<file path="config.mk">
export PLATFORM = sky130hd
export DESIGN_NAME = tt_mult_seq
export DESIGN_NICKNAME = d
export VERILOG_FILES = /design/src/rtl/tt_mult_pkg.sv /design/src/rtl/tt_shift_add_dp.sv /design/src/rtl/tt_mult_seq.sv
export SDC_FILE = /design/constraint.sdc
export NUM_CORES = 1
export LEC_CHECK = 0
export CELL_PAD_IN_SITES_DETAIL_PLACEMENT = 1
export CELL_PAD_IN_SITES_GLOBAL_PLACEMENT = 1
export CORE_MARGIN = 4
export CORE_UTILIZATION = 41
export DETAILED_ROUTE_END_ITERATION = 10
export PLACE_DENSITY_LB_ADDON = 0.1
export SLEW_MARGIN = 20
export SYNTH_ARGS = -nofsm -noshare
export SYNTH_HDL_FRONTEND = slang
export SYNTH_SLANG_ARGS = --single-unit
</file>
<file path="constraint.sdc">
create_clock -name clk -period 3.8 [get_ports clk]
set_input_delay 0.76 -clock clk [delete_from_list [all_inputs] [get_ports clk]]
set_output_delay 0.76 -clock clk [all_outputs]
set_load 0.02 [all_outputs]
</file>
<file path="src/rtl/tt_mult_pkg.sv">
// Shared definitions for the sequential shift-add multiplier: FSM states,
// operand width and the uio pin map.
package tt_mult_pkg;

  localparam int unsigned N        = 4;
  localparam int unsigned CNT_W    = 4;
  localparam int unsigned BUSY_BIT = 1;
  localparam int unsigned DONE_BIT = 2;
  localparam int unsigned CNT_LSB  = 4;

  // Bits 1,2 and the count nibble drive out; bits 0 (start) and 3 stay inputs.
  localparam logic [7:0] UIO_OE_MASK = 8'b1111_0110;

  typedef enum logic [1:0] {
    IDLE = 2'd0,
    RUN  = 2'd1,
    DONE = 2'd2
  } state_e;

endpackage

</file>
<file path="src/rtl/tt_shift_add_dp.sv">
// Shift-add datapath: operand registers, 2W-bit accumulator and iteration index.
// load captures operands and clears state; step performs one shift-add iteration.
module tt_shift_add_dp #(
  parameter int unsigned W = tt_mult_pkg::N
) (
  input  logic           clk,
  input  logic           rst_n,
  input  logic           load,
  input  logic           step,
  input  logic [W-1:0]   a_in,
  input  logic [W-1:0]   b_in,
  output logic [2*W-1:0] prod_c,
  output logic           last_c
);

  localparam int unsigned PROD_W = 2 * W;
  localparam int unsigned IDX_W  = (W > 1) ? $clog2(W) : 1;

  logic [W-1:0]      a_q,   a_d;
  logic [W-1:0]      b_q,   b_d;
  logic [PROD_W-1:0] acc_q, acc_d;
  logic [IDX_W-1:0]  idx_q, idx_d;

  always_comb begin
    a_d   = a_q;
    b_d   = b_q;
    acc_d = acc_q;
    idx_d = idx_q;
    if (load) begin
      a_d   = a_in;
      b_d   = b_in;
      acc_d = '0;
      idx_d = '0;
    end else if (step) begin
      if (b_q[0]) begin
        acc_d = acc_q + (PROD_W'(a_q) << idx_q);
      end
      b_d   = b_q >> 1;
      idx_d = idx_q + IDX_W'(1);
    end
  end

  always_ff @(posedge clk or negedge rst_n) begin
    if (!rst_n) begin
      a_q   <= '0;
      b_q   <= '0;
      acc_q <= '0;
      idx_q <= '0;
    end else begin
      a_q   <= a_d;
      b_q   <= b_d;
      acc_q <= acc_d;
      idx_q <= idx_d;
    end
  end

  // Next accumulator value, so the final product is available on the last step edge.
  assign prod_c = acc_d;
  assign last_c = (idx_q == IDX_W'(W - 1));

endmodule

</file>
<file path="src/rtl/tt_mult_seq.sv">
// Sequential unsigned multiplier: A=ui_in[3:0], B=ui_in[7:4], product on uo_out
// after N shift-add iterations; busy/done/completed-count on uio_out.
module tt_mult_seq #(
  parameter int unsigned N = tt_mult_pkg::N
) (
  input  logic [7:0] ui_in,
  output logic [7:0] uo_out,
  input  logic [7:0] uio_in,
  output logic [7:0] uio_out,
  output logic [7:0] uio_oe,
  input  logic       ena,
  input  logic       clk,
  input  logic       rst_n
);

  import tt_mult_pkg::*;

  localparam int unsigned PROD_W = 2 * N;

  state_e            state_q, state_d;
  logic [PROD_W-1:0] prod_q,  prod_d;
  logic [CNT_W-1:0]  ops_q,   ops_d;
  logic              busy_q,  busy_d;
  logic              done_q,  done_d;

  logic              start_c;
  logic              load_c;
  logic              step_c;
  logic              last_c;
  logic [PROD_W-1:0] dp_prod_c;
  logic              unused_uio_c;

  assign start_c      = uio_in[0];
  assign unused_uio_c = ^uio_in[7:1];

  tt_shift_add_dp #(
    .W(N)
  ) u_dp (
    .clk   (clk),
    .rst_n (rst_n),
    .load  (load_c),
    .step  (step_c),
    .a_in  (ui_in[N-1:0]),
    .b_in  (ui_in[2*N-1:N]),
    .prod_c(dp_prod_c),
    .last_c(last_c)
  );

  // Control: nothing moves unless ena is high; busy/done are registered from the next state.
  always_comb begin
    state_d = state_q;
    prod_d  = prod_q;
    ops_d   = ops_q;
    load_c  = 1'b0;
    step_c  = 1'b0;
    if (ena) begin
      case (state_q)
        IDLE: begin
          if (start_c) begin
            load_c  = 1'b1;
            state_d = RUN;
          end
        end
        RUN: begin
          step_c = 1'b1;
          if (last_c) begin
            prod_d  = dp_prod_c;
            state_d = DONE;
          end
        end
        DONE: begin
          ops_d   = ops_q + CNT_W'(1);
          state_d = IDLE;
        end
        default: state_d = IDLE;
      endcase
    end
    busy_d = (state_d != IDLE);
    done_d = (state_d == DONE);
  end

  always_ff @(posedge clk or negedge rst_n) begin
    if (!rst_n) begin
      state_q <= IDLE;
      prod_q  <= '0;
      ops_q   <= '0;
      busy_q  <= 1'b0;
      done_q  <= 1'b0;
    end else begin
      state_q <= state_d;
      prod_q  <= prod_d;
      ops_q   <= ops_d;
      busy_q  <= busy_d;
      done_q  <= done_d;
    end
  end

  always_comb begin
    uio_out                      = '0;
    uio_out[BUSY_BIT]            = busy_q;
    uio_out[DONE_BIT]            = done_q;
    uio_out[CNT_LSB +: CNT_W]    = ops_q;
  end

  assign uo_out = 8'(prod_q);
  assign uio_oe = UIO_OE_MASK;

endmodule
</file>
[Word level (Yosys, flattened, before mapping)]
Index checks and enable logic that the tools add are counted.
W data, S select, Z words.
Word-level totals
  register bits after elaboration: 34
  input port bits: 19
  output and inout port bits: 24
  logic and storage cells: 38
Cells by class
  add/subtract/negate cells: 3
  equality and inequality tests: 4
  shift operators: 1
  multiplexer cells: 16
  reductions and logical operators: 5
Operators by type and width (number)
  $mux W8: 3
  $mux W2: 5
  $add A8 B8 Y8: 1
  $mux W4: 2
  $shl A4 B2 Y8: 1
  $eq A2 B2 Y1 const B: 3
  $mux W1: 5
  $add A4 B1 Y4 const B: 1
  $pmux W2 S2: 1
  $reduce_bool A2 Y1: 2
  $reduce_and A3 Y1: 1
  $add A2 B1 Y2 const B: 1
  $eq A2 B1 Y1 const B: 1
  $logic_not A2 Y1: 1
  $reduce_and A2 Y1: 1

[Logic depth before layout (Yosys ltp)]
  depth in word-level cells: 5
  mapped depth: 8
  depth with buffers taken out: 7

[By module]
A second synthesis with hierarchy kept.
Second synthesis, totals
  cells, all modules: 175
  area, all modules: 1905.6 um^2
Modules (own cells, without submodules)
  tt_shift_add_dp: instances 1, cells each 118, area each 1148.6 um^2, sequential area each 450.4 um^2
  tt_mult_seq: instances 1, cells each 57, area each 757.0 um^2, sequential area each 400.4 um^2

[Least setup slack after synthesis]
OpenSTA, ideal clock, no wires.
  kind: register -> register
  start point: register u_dp.idx_q[0]
  end point: register prod_q[6] (netlist: uo_out[6])
  library setup time: 0.128 ns
  arrival time: 2.183 ns
  data required time: 3.672 ns
  path slack: 1.490 ns
  stages on the path, launching flop included: 9
  path buffers: 1
  clock period less this slack: 2.310 ns
  path through: dfrtp_1 clkbuf_1 mux2i_1 nor2_1 fa_1 a21o_1 a221oi_1 mux2i_1 o31ai_1
On the way
  word-level cells in the longest chain between the ends: 5
  elaborated cells on any way between the ends: 7
  classes of those cells: add/sub (1); eq/ne (1); shift (1); mux (3); reduce/logical (1)
RTL lines
  start, declared: RTL line tt_shift_add_dp.sv:22  | logic [IDX_W-1:0] idx_q, idx_d;
  start signal, assigned: RTL line tt_shift_add_dp.sv:53  | idx_q <= idx_d;
  $shl A4 B2 Y8: RTL line tt_shift_add_dp.sv:36  | acc_d = acc_q + (PROD_W'(a_q) << idx_q);
  $add A8 B8 Y8: RTL line tt_shift_add_dp.sv:36
  $mux W8: RTL line tt_shift_add_dp.sv:35  | if (b_q[0]) begin
  $mux W8: RTL line tt_shift_add_dp.sv:34  | end else if (step) begin
  $mux W8: RTL line tt_shift_add_dp.sv:29  | if (load) begin
  end signal, assigned: RTL line tt_mult_seq.sv:91  | prod_q <= prod_d;
  end, declared: RTL line tt_mult_seq.sv:21  | logic [PROD_W-1:0] prod_q, prod_d;
Parallel ways exist; a longest one is shown, timed or not.
A chain may end at the register's enable or synchronous reset.

[Worst setup path after layout]
Ends and elaborated chain as after synthesis.

==> impl_metrics.json <==
{
  "grt.total_usage_pct": 14.7,
  "rr_worst_depth": 7,
  "drt_pre_antenna_iters": 4,
  "grt_antenna_before_repair": 0,
  "critPathCaptureType": "flip-flop",
  "post_cts_buffers": 0,
  "io_pins": 43,
  "critPathSlowestCell": "dfrtp_1",
  "synth-main-ff-cell": "dfrtp_1",
  "r2r_setup_slack_ns": 1.31,
  "cts.repair.resized": 0,
  "regToRegStartpoint": "u_dp.idx_q[0]",
  "fin_skew_ns": 0.00373,
  "routedWlPerCell_microns": 15.4,
  "worst-slew-pin-transition_ns": 0.585,
  "clock_latency_ns": 0.29,
  "reg2reg_to": "uo_out[6]",
  "worst-endpoint-required_ns": 3.97,
  "crit_path_end": "uo_out[6]",
  "die_y_microns": 76.2,
  "fin_nets": 235,
  "row_count": 24,
  "drv_cap": 0,
  "antenna_cells": 0,
  "hold_path.class": "flip-flop to flip-flop",
  "grt_overflow": 0,
  "leakage_nw": 1.02,
  "status": "complete, no violations",
  "fin_crit_sh_pct": 65.6,
  "final_layout_size_suffix_gt1_share_pct": 9.66,
  "synth_edf_count": 0,
  "power_frac_comb_pct": 47.2,
  "clockBufferDepth": 2,
  "slew_headroom_pct": 60.9,
  "die_width_microns": 76.2,
  "setup_viol": 0,
  "syn2layout_area_growth_pct": 17.4,
  "rsz0062_at_grt": "no",
  "finalHoldViolations": 0,
  "syn_area_per_cell_sq_um": 10.4,
  "drc": 0,
  "yosysUniqueCellTypes": 44,
  "initial_core_util_pct": 43.2,
  "core-area_sq_um": 4410,
  "clk_pin_slew_ns": 0.07,
  "grt_pass1_wl_microns": 7100,
  "ant_nets": 0,
  "critical_path.cell_chain": "mux2i_1 -> nor2_1 -> fa_1 -> a21o_1 -> a221oi_1 -> mux2i_1 -> o31ai_1",
  "dp_slack_ns": 1.16,
  "cp.depth": 7,
  "synth.ff_latch_count": 34,
  "critPathKind": "flip-flop to flip-flop",
  "routed_wl_microns": 4000,
  "portBuffers": 25,
  "startpoint": "u_dp.idx_q[0]",
  "cts_tree": "done",
  "initialDrtViolationCount": 50,
  "fin_tns_setup_ns": 0,
  "netSwitchingPower_uw": 709,
  "viasPerCell": 5.38,
  "seq_power_share_pct": 36.8,
  "p_int_mw": 1.04,
  "first_global_vias": 1515,
  "fin_crit_ns": 2.49,
  "ctsRootBufferMaster": "clkbuf_8",
  "die_area_sq_um": 5800,
  "hold_buffers": 0,
  "syn_area_sq_um": 1910,
  "setup_ws_ns": 1.31,
  "crit_arrival_ns": 2.66,
  "cts.sink_count": 34,
  "cts_htree_levels": 2,
  "via_count": 1394,
  "critPathMaxFanout": 9,
  "dpl.hpwl_microns": 2990,
  "ir_drop_mv": 0.417,
  "yosysWarningCount": 0,
  "fmax_ghz": 0.401,
  "gp_congestion": 0.865,
  "cellPowerDensity_nw_per_um2": 781,
  "path_common_cell": "mux2i_1",
  "cp-start-kind": "flip-flop",
  "ys_seq_area_share_pct": 44.6,
  "numCtsBuffers": 5,
  "critPathBufInv": 0,
  "grt_max_degree": 35,
  "clkPwrFrac_pct": 16.0,
  "crit_path_max_incr_delay_ns": 0.53,
  "cp_top_family": "compound AO/OA/AOI/OAI gates",
  "syn_inst": 184,
  "maxSlewViolCount": 0,
  "synthArstFlopShare_pct": 100,
  "switching_share_pct": 40.6
}
[layer usage]
layer,vias up,share of wire [%],track usage [%]
met2,28,49,24.2
met3,6,4.2,3.90
met5,-,0,0
met4,0,1.5,4.72
li1,676,-,-
met1,684,46,18.8
[worst register-to-register path, delay by kind of cell, from the launching register on]
kind            cells  cell delay (ns)
compound gates      3             0.69
mux                 2             0.58
flops               1             0.53
fa+ha+maj           1             0.45
simple gates        1             0.12
[logic make-up (layout without fill, tap and decap cells)]
group                    count (synthesis)  after routing  share of synthesized area [%]
adder cells (fa/ha/maj)                 10             10                           6.96
multiplexers                            15             15                           8.40
other                                    2             10                          0.394
XOR/XNOR                                 8              8                           3.68
flip-flops                              34             34                           44.6
AO/OA/AOI/OAI                           48             48                           15.6
buffers and inverters                   22             37                           7.22
AND/OR/NAND/NOR                         45             45                           13.1
[cells in the mapped netlist (2+ instances only)]
master / instances / share of area, %
a211oi_1: 4 / 1.6
a21o_1: 4 / 1.6
a21oi_1: 11 / 2.9
a22oi_1: 2 / 0.79
a31oi_1: 2 / 0.66
and3_1: 2 / 0.66
buf_2: 5 / 1.3
buf_4: 13 / 5.1
clkbuf_1: 3 / 0.59
conb_1: 2 / 0.39
dfrtp_1: 34 / 45
ha_1: 9 / 5.9
mux2_2: 8 / 4.7
mux2i_1: 7 / 3.7
nand2_1: 13 / 2.6
nand2b_1: 2 / 0.66
nand3b_1: 3 / 1.2
nand4b_1: 2 / 0.92
nor2_1: 7 / 1.4
nor2b_1: 6 / 2.0
o21ai_0: 13 / 3.4
o21ai_1: 4 / 1.1
xnor2_1: 4 / 1.8
xor2_1: 4 / 1.8
[how the worst min path moves through the flow]
stage,cells past startpoint,from,slack [ns],to
after CTS,1,ops_q[3],0.48,ops_q[3]
after global placement,1,ops_q[3],0.46,ops_q[3]
final,1,ops_q[3],0.47,ops_q[3]
after detailed placement,1,ops_q[3],0.46,ops_q[3]
after global routing,1,ops_q[3],0.50,ops_q[3]
after floorplan,0,rst_n,0.46,busy_q
[cell usage in the layout (no fill, tap or decap), types with 6 or more instances in the layout]
master | netlist | final
a21oi_1 | 11 | 11
clkbuf_8 | 0 | 6
clkdlybuf4s50_1 | 0 | 25
conb_1 | 2 | 10
dfrtp_1 | 34 | 34
ha_1 | 9 | 9
mux2_2 | 8 | 8
mux2i_1 | 7 | 7
nand2_1 | 13 | 13
nor2_1 | 7 | 7
nor2b_1 | 6 | 6
o21ai_0 | 13 | 13
[layout make-up]
cell class | instances | area [sq um]
sequential | 34 | 851
clock inverter | 1 | 5.00
timing repair buffer | 28 | 273
tap | 52 | 65.1
clock buffer | 7 | 86.3
multi-input combinational | 136 | 953
fill | 489 | 2180
inverter | 1 | 3.75
[stage by stage]
step	utilization (%)	std cells	hold WS, ns	power [mW]	area, sq um
global route	50.7	259	0.500	1.90	2240
detailed placement	48.6	251	0.462	1.48	2150
floorplan	-	192	0.464	1.23	1940
finish	50.7	259	0.471	1.75	2240
global placement	48.6	251	0.458	1.44	2150
CTS	50.7	259	0.476	1.77	2240
[registers in the layout, summed over array words and instances (netlist names)]
register	flops
u_dp.acc_q	8
u_dp.b_q	4
u_dp.idx_q	2
done_q	1
uo_out	8
ops_q	4
u_dp.a_q	4
state_q	2
busy_q	1
[power by group through the flow]
| stage | combinational [mW] | sequential, mW | clock [mW] |
|---|---|---|---|
| 6_report | 0.824 | 0.643 | 0.279 |
| 3_5_place_dp | 0.831 | 0.653 | 0 |
| 5_1_grt | 0.925 | 0.669 | 0.304 |
| 2_1_floorplan | 0.594 | 0.640 | 0 |
| 4_1_cts | 0.837 | 0.645 | 0.291 |
| 3_3_place_gp | 0.798 | 0.643 | 0 |
Power figures use the tool's default switching activity.
